$ cat config.mk
export PLATFORM = sky130hd
export DESIGN_NAME = hazard_sequencer
export DESIGN_NICKNAME = d
export VERILOG_FILES = /design/src/rtl/hazard_sequencer.sv
export SDC_FILE = /design/constraint.sdc
export NUM_CORES = 1
export LEC_CHECK = 0
export CORE_MARGIN = 2
export CORE_UTILIZATION = 38
export CTS_CLUSTER_DIAMETER = 30
export DETAILED_ROUTE_END_ITERATION = 6
export PLACE_DENSITY = 0.78
export SYNTH_ARGS = -nofsm -noshare
export SYNTH_HDL_FRONTEND = slang
export SYNTH_SLANG_ARGS = --single-unit
$ cat constraint.sdc
create_clock -name clk -period 2.15 [get_ports clk]
set_input_delay 0.43 -clock clk [delete_from_list [all_inputs] [get_ports clk]]
set_output_delay 0.43 -clock clk [all_outputs]
set_load 0.05 [all_outputs]
$ cat src/rtl/hazard_sequencer.sv
// hazard_sequencer: hazard and sequencing unit for the 5-stage MIPS core.
//   - E-stage ALU forwarding selects (forwardAE/BE: 10 = M, 01 = W, 00 = regfile)
//   - D-stage branch comparator forwarding from M (forwardAD/BD)
//   - stall/flush for load-use, branch-operand and mult/div interlocks
//   - mult/div busy FSM producing md_busy and a one-cycle hilo_we strobe
// Ports:
//   clk, reset                 core clock, synchronous active-low reset
//   rsD/rtD, rsE/rtE           source registers in D and E
//   writereg*/regwrite*        destination and write enable in E, M, W
//   memtoregE/M                load in E / M
//   branchD, pcsrcD, jumpD     control-flow info resolved in D
//   mdopD, hiloreadD           mult/div op or MFHI/MFLO in D
//   mdstartE, mdisdivE         mult/div op in E, divide flag
//   forward*, stall*, flush*   hazard controls (combinational)
//   md_busy, hilo_we           mult/div occupancy and HI/LO write strobe
module hazard_sequencer #(
  parameter int REGW       = 5,
  parameter int MUL_CYCLES = 4,
  parameter int DIV_CYCLES = 32
) (
  input  logic            clk,
  input  logic            reset,
  input  logic [REGW-1:0] rsD,
  input  logic [REGW-1:0] rtD,
  input  logic [REGW-1:0] rsE,
  input  logic [REGW-1:0] rtE,
  input  logic [REGW-1:0] writeregE,
  input  logic [REGW-1:0] writeregM,
  input  logic [REGW-1:0] writeregW,
  input  logic            regwriteE,
  input  logic            regwriteM,
  input  logic            regwriteW,
  input  logic            memtoregE,
  input  logic            memtoregM,
  input  logic            branchD,
  input  logic            pcsrcD,
  input  logic            jumpD,
  input  logic            mdopD,
  input  logic            hiloreadD,
  input  logic            mdstartE,
  input  logic            mdisdivE,
  output logic [1:0]      forwardAE,
  output logic [1:0]      forwardBE,
  output logic            forwardAD,
  output logic            forwardBD,
  output logic            stallF,
  output logic            stallD,
  output logic            flushD,
  output logic            flushE,
  output logic            md_busy,
  output logic            hilo_we
);

  localparam int MAXC = (MUL_CYCLES > DIV_CYCLES) ? MUL_CYCLES : DIV_CYCLES;
  localparam int CW   = (MAXC > 2) ? $clog2(MAXC) : 1;
  localparam logic [CW-1:0] MUL_LD = CW'(MUL_CYCLES - 2);
  localparam logic [CW-1:0] DIV_LD = CW'(DIV_CYCLES - 2);

  // Register 0 is hard-wired, so it never creates a dependency.
  function automatic logic hit(input logic [REGW-1:0] a, input logic [REGW-1:0] b);
    return (a != '0) && (a == b);
  endfunction

  typedef enum logic [1:0] {IDLE, BUSY, DONE} state_e;

  state_e        state_q, state_d;
  logic [CW-1:0] cnt_q, cnt_d;
  logic [CW-1:0] ld;
  logic          lwstall, branchstall, mdstall, stall, busy_raw;

  // ---------------- hazard detection ----------------
  assign lwstall     = memtoregE && (hit(rtE, rsD) || hit(rtE, rtD));
  assign branchstall = branchD &&
                       ((regwriteE && (hit(writeregE, rsD) || hit(writeregE, rtD))) ||
                        (memtoregM && (hit(writeregM, rsD) || hit(writeregM, rtD))));
  assign busy_raw    = (state_q == BUSY) || ((state_q == IDLE) && mdstartE);
  assign mdstall     = busy_raw && (mdopD || hiloreadD);
  assign stall       = lwstall || branchstall || mdstall;

  always_comb begin
    forwardAE = 2'b00;
    forwardBE = 2'b00;
    forwardAD = 1'b0;
    forwardBD = 1'b0;
    stallF    = 1'b0;
    stallD    = 1'b0;
    flushE    = 1'b0;
    flushD    = 1'b0;
    md_busy   = 1'b0;
    hilo_we   = 1'b0;
    if (reset) begin
      if      (regwriteM && hit(rsE, writeregM)) forwardAE = 2'b10;
      else if (regwriteW && hit(rsE, writeregW)) forwardAE = 2'b01;
      if      (regwriteM && hit(rtE, writeregM)) forwardBE = 2'b10;
      else if (regwriteW && hit(rtE, writeregW)) forwardBE = 2'b01;
      forwardAD = regwriteM && hit(rsD, writeregM);
      forwardBD = regwriteM && hit(rtD, writeregM);
      stallF    = stall;
      stallD    = stall;
      flushE    = stall;
      flushD    = (pcsrcD || jumpD) && !stall;
      md_busy   = busy_raw;
      hilo_we   = (state_q == DONE);
    end
  end

  // ---------------- mult/div sequencer ----------------
  // cnt holds the BUSY cycles still to run, including the current one, so the
  // op spends 1 IDLE/DONE start cycle + (N-2) BUSY cycles + 1 DONE cycle = N.
  // An op of length 2 skips BUSY entirely.
  // The start is cancelled only by hazards raised by the D-stage instruction;
  // the interlock raised by the md unit itself must not cancel the op it guards.
  always_comb begin
    ld      = mdisdivE ? DIV_LD : MUL_LD;
    state_d = state_q;
    cnt_d   = cnt_q;
    case (state_q)
      IDLE: if (mdstartE && !(lwstall || branchstall)) begin
        cnt_d   = ld;
        state_d = (ld == '0) ? DONE : BUSY;
      end
      BUSY: if (cnt_q <= CW'(1)) begin
        cnt_d   = '0;
        state_d = DONE;
      end else begin
        cnt_d   = cnt_q - 1'b1;
      end
      DONE: if (mdstartE) begin
        cnt_d   = ld;
        state_d = (ld == '0) ? DONE : BUSY;
      end else begin
        state_d = IDLE;
      end
      default: begin
        cnt_d   = '0;
        state_d = IDLE;
      end
    endcase
  end

  always_ff @(posedge clk) begin
    if (!reset) begin
      state_q <= IDLE;
      cnt_q   <= '0;
    end else begin
      state_q <= state_d;
      cnt_q   <= cnt_d;
    end
  end

endmodule

Word-level counts from Yosys, hierarchy flattened
Cells that the tools add are included.
Storage, ports and cells
  flip-flop bits (word level): 7
  bits of input ports: 49
  output and inout port bits: 12
  logic and storage cells: 90
Cells by class
  add/sub/neg operators: 1
  magnitude comparators: 1
  eq/ne operators: 17
  mux-type cells: 22
  reduce and logical (&&, ||, !) cells: 47
Operators with widths (count)
  $eq A5 B5 Y1: 12
  $reduce_bool A5 Y1: 6
  $logic_and A1 B1 Y1: 26
  $mux W5: 4
  $mux W2: 8
  $pmux W5 S3: 1
  $logic_or A1 B1 Y1: 9
  $mux W1: 8
  $pmux W2 S3: 1
  $le A5 B1 Y1 const B: 1
  $logic_not A5 Y1: 1
  $sub A5 B1 Y5 const B: 1
  $ne A2 B1 Y1 const B: 2
  $reduce_and A2 Y1: 2
  $eq A2 B1 Y1 const B: 1
  $eq A2 B2 Y1 const B: 1
  $logic_not A1 Y1: 2
  $logic_not A2 Y1: 1
  $ne A2 B2 Y1 const B: 1

Depth between registers and ports, before layout
Gate-level depths: netlist of the first run.
  word-level depth: 11
  mapped depth: 8
  mapped depth without buffers: 8

Worst setup path before layout of the first run
OpenSTA, ideal clock, no wires.
  path kind: input to output
  from: in rsE[1]
  to: out forwardAE[0]
  arrival: 2667 ps
  data required time: 1720 ps
  path slack: -947 ps
  cell stages on the path: 4
  path buffers: 0
  cells stage by stage: or4_1 nor2_1 nor4_1 nor4_1
Between the ends
  longest elaborated chain between the ends: 6
  elaborated cells on any way between the ends: 10
  classes of those cells: 2 x eq/ne; 3 x mux; 5 x reduce/logical
Ends and longest elaborated chain
  from (decl): line 25  | input logic [REGW-1:0] rsE,
  $eq A5 B5 Y1 or $reduce_bool A5 Y1 (tied branches): line 61  | return (a != '0) && (a == b);
  $logic_and A1 B1 Y1: line 61
  $logic_and A1 B1 Y1: line 93  | else if (regwriteW && hit(rsE, writeregW)) forwardAE = 2'b01;
  $mux W1: line 93
  $mux W2 *: line 92  | if (regwriteM && hit(rsE, writeregM)) forwardAE = 2'b10;
  $mux W2 *: line 91  | if (reset) begin
  to (decl): line 42  | output logic [1:0] forwardAE,
Every way passes the cells marked *; elsewhere a longest branch is shown, timed or not.

Worst setup path in the final report of the first run
  from: in writeregE[1]
  to: out stallF
Between the ends
  longest elaborated chain between the ends: 9
  elaborated cells on any way between the ends: 12
  classes of those cells: 2 x eq/ne; 1 x mux; 9 x reduce/logical
Ends and longest elaborated chain
  from (decl): line 27  | input logic [REGW-1:0] writeregE,
  $eq A5 B5 Y1 or $reduce_bool A5 Y1 (tied branches): line 61
  $logic_and A1 B1 Y1: line 61
  $logic_or A1 B1 Y1 *: line 74  | ((regwriteE && (hit(writeregE, rsD) || hit(writeregE, rtD))) ||
  $logic_and A1 B1 Y1 *: line 74
  $logic_or A1 B1 Y1 *: line 74
  $logic_and A1 B1 Y1 *: line 73  | assign branchstall = branchD &&
  $logic_or A1 B1 Y1 * (2 in series): line 78  | assign stall = lwstall || branchstall || mdstall;
  $mux W1 *: line 91
  to (decl): line 46  | output logic stallF,
Marks and branches as above.

==> metrics.txt, run 1 <==
status=finished, violations left; failing checks=negative setup slack; largest net degree at the start of global routing=12; dpl cell area=0.00233 mm2; Gate power share=67.0%; endpoints failing hold=0; drt via density=5.03; clock power share=13.1%; CTS Buffer Depth=2; mapped cell area=0.00131 mm2; setup TNS=-450 ps; ant diodes=0; commonest non-fill, non-tap cell in the layout=xnor2_1; CP Launch Type=input pin; RSZ-0062 raised after global routing=yes; layout cells sized above 1=44.9%; vias=1,565; routability cong.=0.866; final worst path period share=105%; Routed wire per std cell=14.3 um; min-delay src=cnt_q[4]$_SDFFE_PN0P_; Final WS setup=-114 ps; Synth cell types=39; Clock Skew=0.696 ps; antenna violation net count after detailed routing=0; Sw Ratio=39.8%; Internal=537 uW; IO Port Bufs=60; final number of setup-violating endpoints=6; gate count of the mapped netlist=174; CTS tree=yes; syn_area_per_cell=7.51 um2; die area=0.00392 mm2; most frequent cells in the layout=38 x xnor2_1, 33 x buf_4, 17 x clkdlybuf4s50_1, 16 x buf_6, 10 x nand2_1; Worst-path clk slew=50 ps; Die W=62.6 um; WP data required=1720 ps; Ys Warns=0; multi-input logic area=0.00126 mm2; Net Sw Power=356 uW; Power Density=356 mW/mm2; Area growth syn-to-layout=92.1%; Worst slew margin=69.6%; Root Driver=clkbuf_4; r2r setup slk=280 ps; sequential share of power=19.8%; post-synth top area share=28.8%; post-route minimum period=2260 ps; syn_nets=225; vias in the first global route=1,600; CP max FO=3; CTS H-Tree Depth=1; dpl hpwl=3500 um; worst flop-to-flop path endpoint=cnt_q[2]$_SDFFE_PN0P_; CP Class=input pin to output pin; critical path capture point type=output pin; Sink Count=7; Num CTS Buffers=3; Worst EP arrival=1830 ps; Total Wirelength=4440 um; GRT Overall Usage=22.6%; io pins=61; Final Cell Area=0.00251 mm2; max-slew violation count=0; Min-Delay Endpoint=cnt_q[4]$_SDFFE_PN0P_; row cnt=21; Initial Utilization=39.5%; Worst-Margin Slew=454 ps; Seq cells post-synth=7; R2R depth=7; Max Cap Viol=0; DRC errors left=0; Vert. Die Dim=62.6 um; synth top area cells=xnor2_1 29%, dfxtp_1 11%, xor2_1 6.0%; fin nets=317; Max Fclk=442 MHz; initial drt markers=45; post-synthesis sequential area ratio=10.7%; Hold Crit Depth=2; Min-Delay Path Class=flop to flop; first-pass GRT wire length=7290 um; Clk Latency, worst-skew pair=250 ps; FF/Latch Area=140 um2; VDD IR max=185 uV; total gr overflow=0; Synth area leader=xnor2_1; CTS Hold Buffers Added=0; Leak=0.994 nW; total iterations of the first detailed-routing run=4; RR Startpoint=cnt_q[1]$_SDFFE_PN0P_; total power=893 uW; core box area=0.00331 mm2; initial antenna violation count=0; fillers=228
## synth_stat cells, drive strengths merged
cell and n:
a21o 2, a21oi 2, a221oi 1, a22o 1
a31o 1, a31oi 3, and2 2, and3 1
and4 1, buf 11, clkbuf 3, dfxtp 7
ha 2, inv 6, mux2i 2, nand2 11
nand2b 2, nand3 10, nand4 5, nor2 9
nor3 13, nor4 2, o2111ai 2, o211ai 1
o21a 2, o21ai 8, o22ai 3, or2 1
or3 2, or3b 1, or4 5, xnor2 43
xor2 9
## worst max path at each step
| stage | start | end | slack (ps) | cells past startpoint |
|---|---|---|---|---|
| floorplan | rsE[1] | forwardAE[0] | -210 | 4 |
| global placement | writeregE[1] | stallF | -490 | 6 |
| detailed placement | writeregM[2] | stallF | -490 | 7 |
| CTS | writeregE[2] | stallF | -130 | 6 |
| global route | writeregE[1] | stallF | -160 | 6 |
| finish | writeregE[1] | stallF | -110 | 6 |
## registers in the layout (all words and copies together), names as in the netlist
signal   flops
cnt_q        5
state_q      2
## per-layer routing
metal | global-route usage (%) | vias to the layer above | wire (um)
met5 | 0 | - | 0
met4 | 3.89 | 0 | 116
met3 | 5.05 | 8 | 202
met2 | 42.6 | 43 | 2310
met1 | 26.2 | 730 | 1800
li1 | - | 784 | -
## power groups by stage
stage	clock network, mW	registers (mW)	logic (mW)
final	0.117	0.177	0.599
after global routing	0.129	0.181	0.646
after CTS	0.125	0.176	0.581
after detailed placement	0	0.179	0.559
after global placement	0	0.178	0.546
after floorplan	0	0.167	0.344
## layout make-up
| class | instances | share of cell area (%) |
|---|---|---|
| Multi-Input combinational cell | 147 | 50.4 |
| Timing Repair Buffer | 101 | 39.8 |
| Sequential cell | 7 | 5.59 |
| Tap cell | 46 | 2.29 |
| Clock buffer | 4 | 1.05 |
| Inverter | 6 | 0.898 |
## critical path: stages
cell and delay, ps:
buf_6 90, or4_4 540, o2111ai_4 260, nand3_4 130, o21a_4 240, buf_8 150
## cells by family (layout without fill, tap and decap cells)
| kind of cell | after synthesis | in the layout | share of synthesized area (%) |
|---|---|---|---|
| AO/OA/AOI/OAI | 26 | 26 | 16.9 |
| XOR/XNOR | 52 | 52 | 34.9 |
| adder cells (fa/ha/maj) | 2 | 2 | 1.92 |
| buffers and inverters | 20 | 111 | 7.85 |
| flip-flops | 7 | 7 | 10.7 |
| multiplexers | 2 | 2 | 1.53 |
| AND/OR/NAND/NOR | 65 | 65 | 26.2 |
## stage by stage
step	setup WS [ps]	util [%]	hold slack, ps	instances
2_1_floorplan	-206	-	463	174
3_3_place_gp	-487	70.4	478	305
3_5_place_dp	-493	70.4	488	305
4_1_cts	-132	74.7	497	310
5_1_grt	-163	75.8	543	311
6_report	-114	75.8	491	311
## repair_timing
action / CTS / global route
endpoints found under the setup margin: 13 / 10
setup buffers: 1 / 2
pin swaps: 27 / 26
gates resized for setup: 119 / 31
(Power assumes the default switching activity.)
==> run 2, diff against run 1 <==
CORE_MARGIN = unset   (was 2)
CTS_CLUSTER_SIZE = 30   (was unset)
==> metrics.txt, run 2 (synthesis results as in run 1) <==
busiest grt layer=met2; Total Wirelength=4960 um (+12%); grt met1 use=31.2% (+5.0 points); Net Sw Power=374 uW (+5.2%); dpl hpwl=3590 um (+2.8%); Max Cap Viol=0 (unchanged); max FFs per register=5 (unchanged); drt via density=5.29 (+5.1%); Clock Skew=5.03 ps (+4.34 ps); Area growth syn-to-layout=97.6%; Worst-path clk slew=60 ps (about the same); CP bufs+invs=2 (unchanged); sequential share of power=19.4% (-0.4 points); r2r setup slk=310 ps (+30 ps); Num CTS Buffers=3 (unchanged); Power Density=355 mW/mm2 (-0.17%); vias=1,676 (+7.1%); Final WS setup=-130 ps (-16.0 ps); Min-Delay Path Class=flop to flop; CTS tree=yes; Initial Utilization=41.4% (+2.0 points); M2 GR Usage=53.5% (+11 points); clock power share=13.3% (+0.2 points); Clk Latency, worst-skew pair=250 ps (about the same); Min-Delay Endpoint=cnt_q[4]$_SDFFE_PN0P_; largest register by flop count=cnt_q; worst flop-to-flop path endpoint=cnt_q[2]$_SDFFE_PN0P_; total iterations of the first detailed-routing run=4 (unchanged); DRC errors left=0 (unchanged); most frequent cells in the layout=39 x xnor2_1, 39 x buf_4, 17 x buf_6, 16 x clkdlybuf4s50_1, 10 x nand2_1; CTS H-Tree Depth=1 (unchanged); largest net degree at the start of global routing=12 (unchanged); Internal=543 uW (+1.0%); antenna violation net count after detailed routing=0 (unchanged); Worst EP arrival=1850 ps (+20 ps); VDD IR max=201 uV (+8.8%); final number of setup-violating endpoints=5 (-1); initial antenna violation count=1 (+1); delay-heaviest family, CP=buffers and inverters; Leak=1.03 nW (+3.3%); core box area=0.00315 mm2 (-4.8%); vias in the first global route=1,676 (+4.8%); slowest library cell on the worst path=dlygate4sd2_1; final hold slack=486 ps (-4.85 ps); row cnt=20 (-4.8%); routability cong.=0.855 (-1.2%); Critical Path Max Stage Delay=290 ps (-250 ps); Place WS=-522 ps (-29.6 ps); critical path capture point type=output pin; Sink Count=7 (unchanged); layout cells sized above 1=45.2% (+0.31 points); die area=0.00368 mm2 (-6.3%); CTS Buffer Depth=2 (unchanged); initial drt markers=54 (+20%); CP max FO=3 (unchanged); CP Launch Type=input pin; critical path cell sequence=dlygate4sd2_1 -> xnor2_1 -> nand3_1 -> o22ai_2 -> nand3_2 -> nand3_4 -> o21a_4 -> buf_8; total gr overflow=0 (unchanged); Gate power share=67.2% (+0.2 points); fin nets=324 (+2.2%); Regs by FF count=cnt_q (5), state_q (2); endpoints failing hold=0 (unchanged); Vert. Die Dim=60.6 um (-3.2%); final worst path period share=106% (+0.74 points); GRT Overall Usage=27.7% (+5.1 points); failing checks=negative setup slack; status=finished, violations left; io pins=61 (unchanged); first-pass GRT wire length=7510 um (+3.0%); Root Driver=clkbuf_4; Routed wire per std cell=15.6 um (+9.6%); Hold Crit Depth=2 (unchanged); Max Fclk=439 MHz (-0.70%); Final Core Density=81.9% (+6.1 points); Die W=60.6 um (-3.2%); fillers=192 (-16%); IO Port Bufs=60 (unchanged); Sw Ratio=40.8% (+0.98 points); max-slew violation count=0 (unchanged); CP Class=input pin to output pin; R2R depth=7 (unchanged); met3 Use GR=3.84% (-1.2 points); Worst slew margin=71.1% (+1.5 points); post-route minimum period=2280 ps (+16.0 ps); RR Startpoint=cnt_q[1]$_SDFFE_PN0P_; WP data required=1720 ps (about the same); min-delay src=cnt_q[4]$_SDFFE_PN0P_; Worst-Margin Slew=432 ps (-21.9 ps); RSZ-0062 raised after global routing=yes
==> run 2: power groups by stage <==
stage	Sequential [mW]	Clock [mW]	Combinational (mW)
after global routing	0.182	0.135	0.655
after CTS	0.177	0.125	0.599
after detailed placement	0.179	0	0.562
after floorplan	0.167	0	0.344
after global placement	0.178	0	0.548
final	0.178	0.122	0.617
==> run 2: worst min-delay path, stage by stage, from the launching register on <==
cell and delay, ps:
dfxtp_1 330, nand2_1 60, mux2i_1 50
==> run 2: cell type report <==
| class | count | area (um2) | area share [%] |
|---|---|---|---|
| inverter | 6 | 22.5 | 0.873 |
| tap | 44 | 55.1 | 2.13 |
| antenna | 1 | 2.50 | 0.0969 |
| sequential | 7 | 140 | 5.43 |
| multi-input combinational | 147 | 1270 | 49.1 |
| timing repair buffer | 108 | 1070 | 41.3 |
| clock buffer | 4 | 26.3 | 1.02 |
==> run 2: what timing repair did <==
action	CTS	global route
pin swaps	25	20
gates resized for setup	130	16
setup buffers	5	4
setup endpoints to repair	14	10
hold buffers	0	0
==> run 2: worst max path at each step <==
stage | to | depth (start not counted) | from | slack [ps]
detailed placement | stallD | 9 | writeregM[2] | -520
global route | flushE | 8 | rtD[0] | -160
global placement | stallD | 6 | writeregE[1] | -480
CTS | stallD | 6 | writeregE[2] | -140
finish | flushE | 8 | rsD[0] | -130
floorplan | forwardAE[0] | 4 | rsE[1] | -210
==> run 2: through the flow <==
step	power, mW	std cells	instance area [um2]	setup TNS (ps)
after global routing	0.973	317	2580	-702
after CTS	0.902	313	2540	-539
after detailed placement	0.740	304	2340	-6140
after global placement	0.726	304	2340	-5420
final	0.917	317	2580	-474
after floorplan	0.510	174	1400	-821
==> run 2: layer usage <==
metal | vias up | wire length (um)
met5 | - | 0
met4 | 0 | 134
met3 | 13 | 229
met2 | 66 | 2680
met1 | 796 | 1910
li1 | 801 | -
==> run 3, diff against run 2 <==
CORE_UTILIZATION = 57   (was 38)
DONT_BUFFER_PORTS = 1   (was unset)
PLACE_DENSITY = 0.75   (was 0.78)
==> metrics.txt, run 3 (synthesis results as in run 1) <==
status=complete, no violations; Max Cap Viol=0 (unchanged); Vert. Die Dim=49.9 um (-18%); Critical Path End=flushE; Sink Count=7 (unchanged); RR Startpoint=cnt_q[1]$_SDFFE_PN0P_; largest net degree at the start of global routing=16 (+4); Clock Skew=4.73 ps (-0.301 ps); total iterations of the first detailed-routing run=4 (unchanged); commonest non-fill, non-tap cell in the layout=xnor2_1; CP Launch Type=input pin; RSZ-0062 raised after global routing=yes; CP Class=input pin to output pin; placed cells=201 (-34%); first-pass GRT wire length=5180 um (-31%); CTS H-Tree Depth=1 (unchanged); Leak=0.523 nW (-49%); Min-Delay Path Class=input pin to flop; drt via density=6.12 (+16%); Worst EP arrival=1710 ps (-140 ps); initial antenna violation count=0 (-1); Worst-Margin Slew=615 ps (+183 ps); routability cong.=0.868 (+1.5%); r2r setup slk=310 ps (about the same); Power Density=432 mW/mm2 (+21%); Num CTS Buffers=3 (unchanged); worst flop-to-flop path endpoint=cnt_q[2]$_SDFFE_PN0P_; vias in the first global route=1,257 (-25%); total gr overflow=0 (unchanged); final number of setup-violating endpoints=0 (-5); io pins=61 (unchanged); Initial Utilization=63.3% (+22 points); largest register by flop count=cnt_q; ant diodes=0 (-1); CTS tree=yes; Area growth syn-to-layout=18.6%; WP data required=1720 ps (about the same); most frequent cells in the layout=43 x xnor2_1, 14 x buf_4, 11 x nand2_1, 9 x nand3_1; CP startpoint=writeregE[1]; CTS Hold Buffers Added=0 (unchanged); row cnt=16 (-20%); setup TNS=0 ps (+474 ps); CP max FO=3 (unchanged); post-route minimum period=2140 ps (-143 ps); Root Driver=clkbuf_4; core box area=0.00206 mm2 (-35%); DRC errors left=0 (unchanged); endpoints failing hold=0 (unchanged); fin nets=233 (-28%); vias=1,273 (-24%); Max Fclk=468 MHz (+6.7%); multi-input logic area=0.00116 mm2 (-8.4%); fillers=167 (-13%); IO Port Bufs=0 (-100%); critical path capture point type=output pin; R2R depth=7 (unchanged); antenna violation net count after detailed routing=0 (unchanged); Worst-path clk slew=60 ps (about the same); CTS Buffer Depth=2 (unchanged); Worst slew margin=58.6% (-12 points); GRT Overall Usage=26.6% (-1.0 points); Clk Latency, worst-skew pair=270 ps (+20 ps); max FFs per register=5 (unchanged); die area=0.00249 mm2 (-32%); final worst path period share=99.4% (-6.6 points); VDD IR max=482 uV (+140%); FF/Latch Area=140 um2 (unchanged); initial drt markers=21 (-61%); Routed wire per std cell=15.2 um (-2.6%); final cell count without fillers=208 (-34%); Die W=49.9 um (-18%); layout cells sized above 1=23.2% (-22 points); max-slew violation count=0 (unchanged); Total Wirelength=3170 um (-36%); dpl hpwl=2580 um (-28%); Regs by FF count=cnt_q (5), state_q (2)
[run 3: cell count changes in the layout (fill, tap and decap cells not counted), moves of 3 or more]
cell,change
xnor2_2,-4
buf_8,-3
dlygate4sd2_1,-7
buf_4,-25
xnor2_1,+4
buf_12,-6
nor3_4,-3
clkdlybuf4s50_1,-16
clkdlybuf4s15_2,-7
buf_2,-8
buf_6,-17
[run 3: worst min-delay path by stage]
stage | start | to | slack [ps] | cells after the start
after floorplan | cnt_q[4]$_SDFFE_PN0P_ | cnt_q[4]$_SDFFE_PN0P_ | 460 | 2
after global routing | reset | cnt_q[2]$_SDFFE_PN0P_ | 300 | 2
after global placement | cnt_q[4]$_SDFFE_PN0P_ | cnt_q[4]$_SDFFE_PN0P_ | 480 | 2
after detailed placement | cnt_q[4]$_SDFFE_PN0P_ | cnt_q[4]$_SDFFE_PN0P_ | 500 | 2
final | reset | cnt_q[0]$_SDFFE_PN0P_ | 310 | 1
after CTS | reset | cnt_q[4]$_SDFFE_PN0P_ | 310 | 2
[run 3: critical path, stage by stage]
cell,delay [ps]
or4_4,530
o2111ai_4,250
nand3_4,130
o21a_4,370
[run 3: timing repair]
item	CTS	global route
endpoints found under the setup margin	5	3
pin swaps	1	6
setup buffers	1	2
resized for setup	2	3
[run 3: power by group]
group,total (mW),switching [mW],internal [mW]
Combinational,0.368,0.184,0.184
Clock,0.131,0.0592,0.0715
Sequential,0.170,0.0208,0.149
Total,0.668,0.264,0.404
[run 3: through the flow]
| stage | instance area (um2) | hold WS [ps] | power, mW | utilization, % | setup slack (ps) |
|---|---|---|---|---|---|
| after floorplan | 1400 | 463 | 0.510 | - | -206 |
| after global placement | 1480 | 477 | 0.523 | 71.5 | -33.9 |
| after detailed placement | 1480 | 495 | 0.532 | 71.5 | -39.5 |
| after CTS | 1520 | 305 | 0.664 | 73.5 | -2.55 |
| after global routing | 1550 | 305 | 0.714 | 75.1 | -12.8 |
| final | 1550 | 306 | 0.668 | 75.1 | 12.2 |
[run 3: area by class of cell]
cell class | instances | area share, %
Tap cell | 27 | 2.18
Multi-Input combinational cell | 147 | 75.0
Clock buffer | 4 | 1.70
Inverter | 6 | 1.45
Timing Repair Buffer | 17 | 10.7
Sequential cell | 7 | 9.05
[run 3: routing by layer]
metal  up-vias  GRT usage [%]  wire length [um]
li1        615              -                 -
met1       592           35.7              1460
met2        63           43.5              1480
met3         3           4.32               216
met4         0           7.62                15
met5         -              0                 0
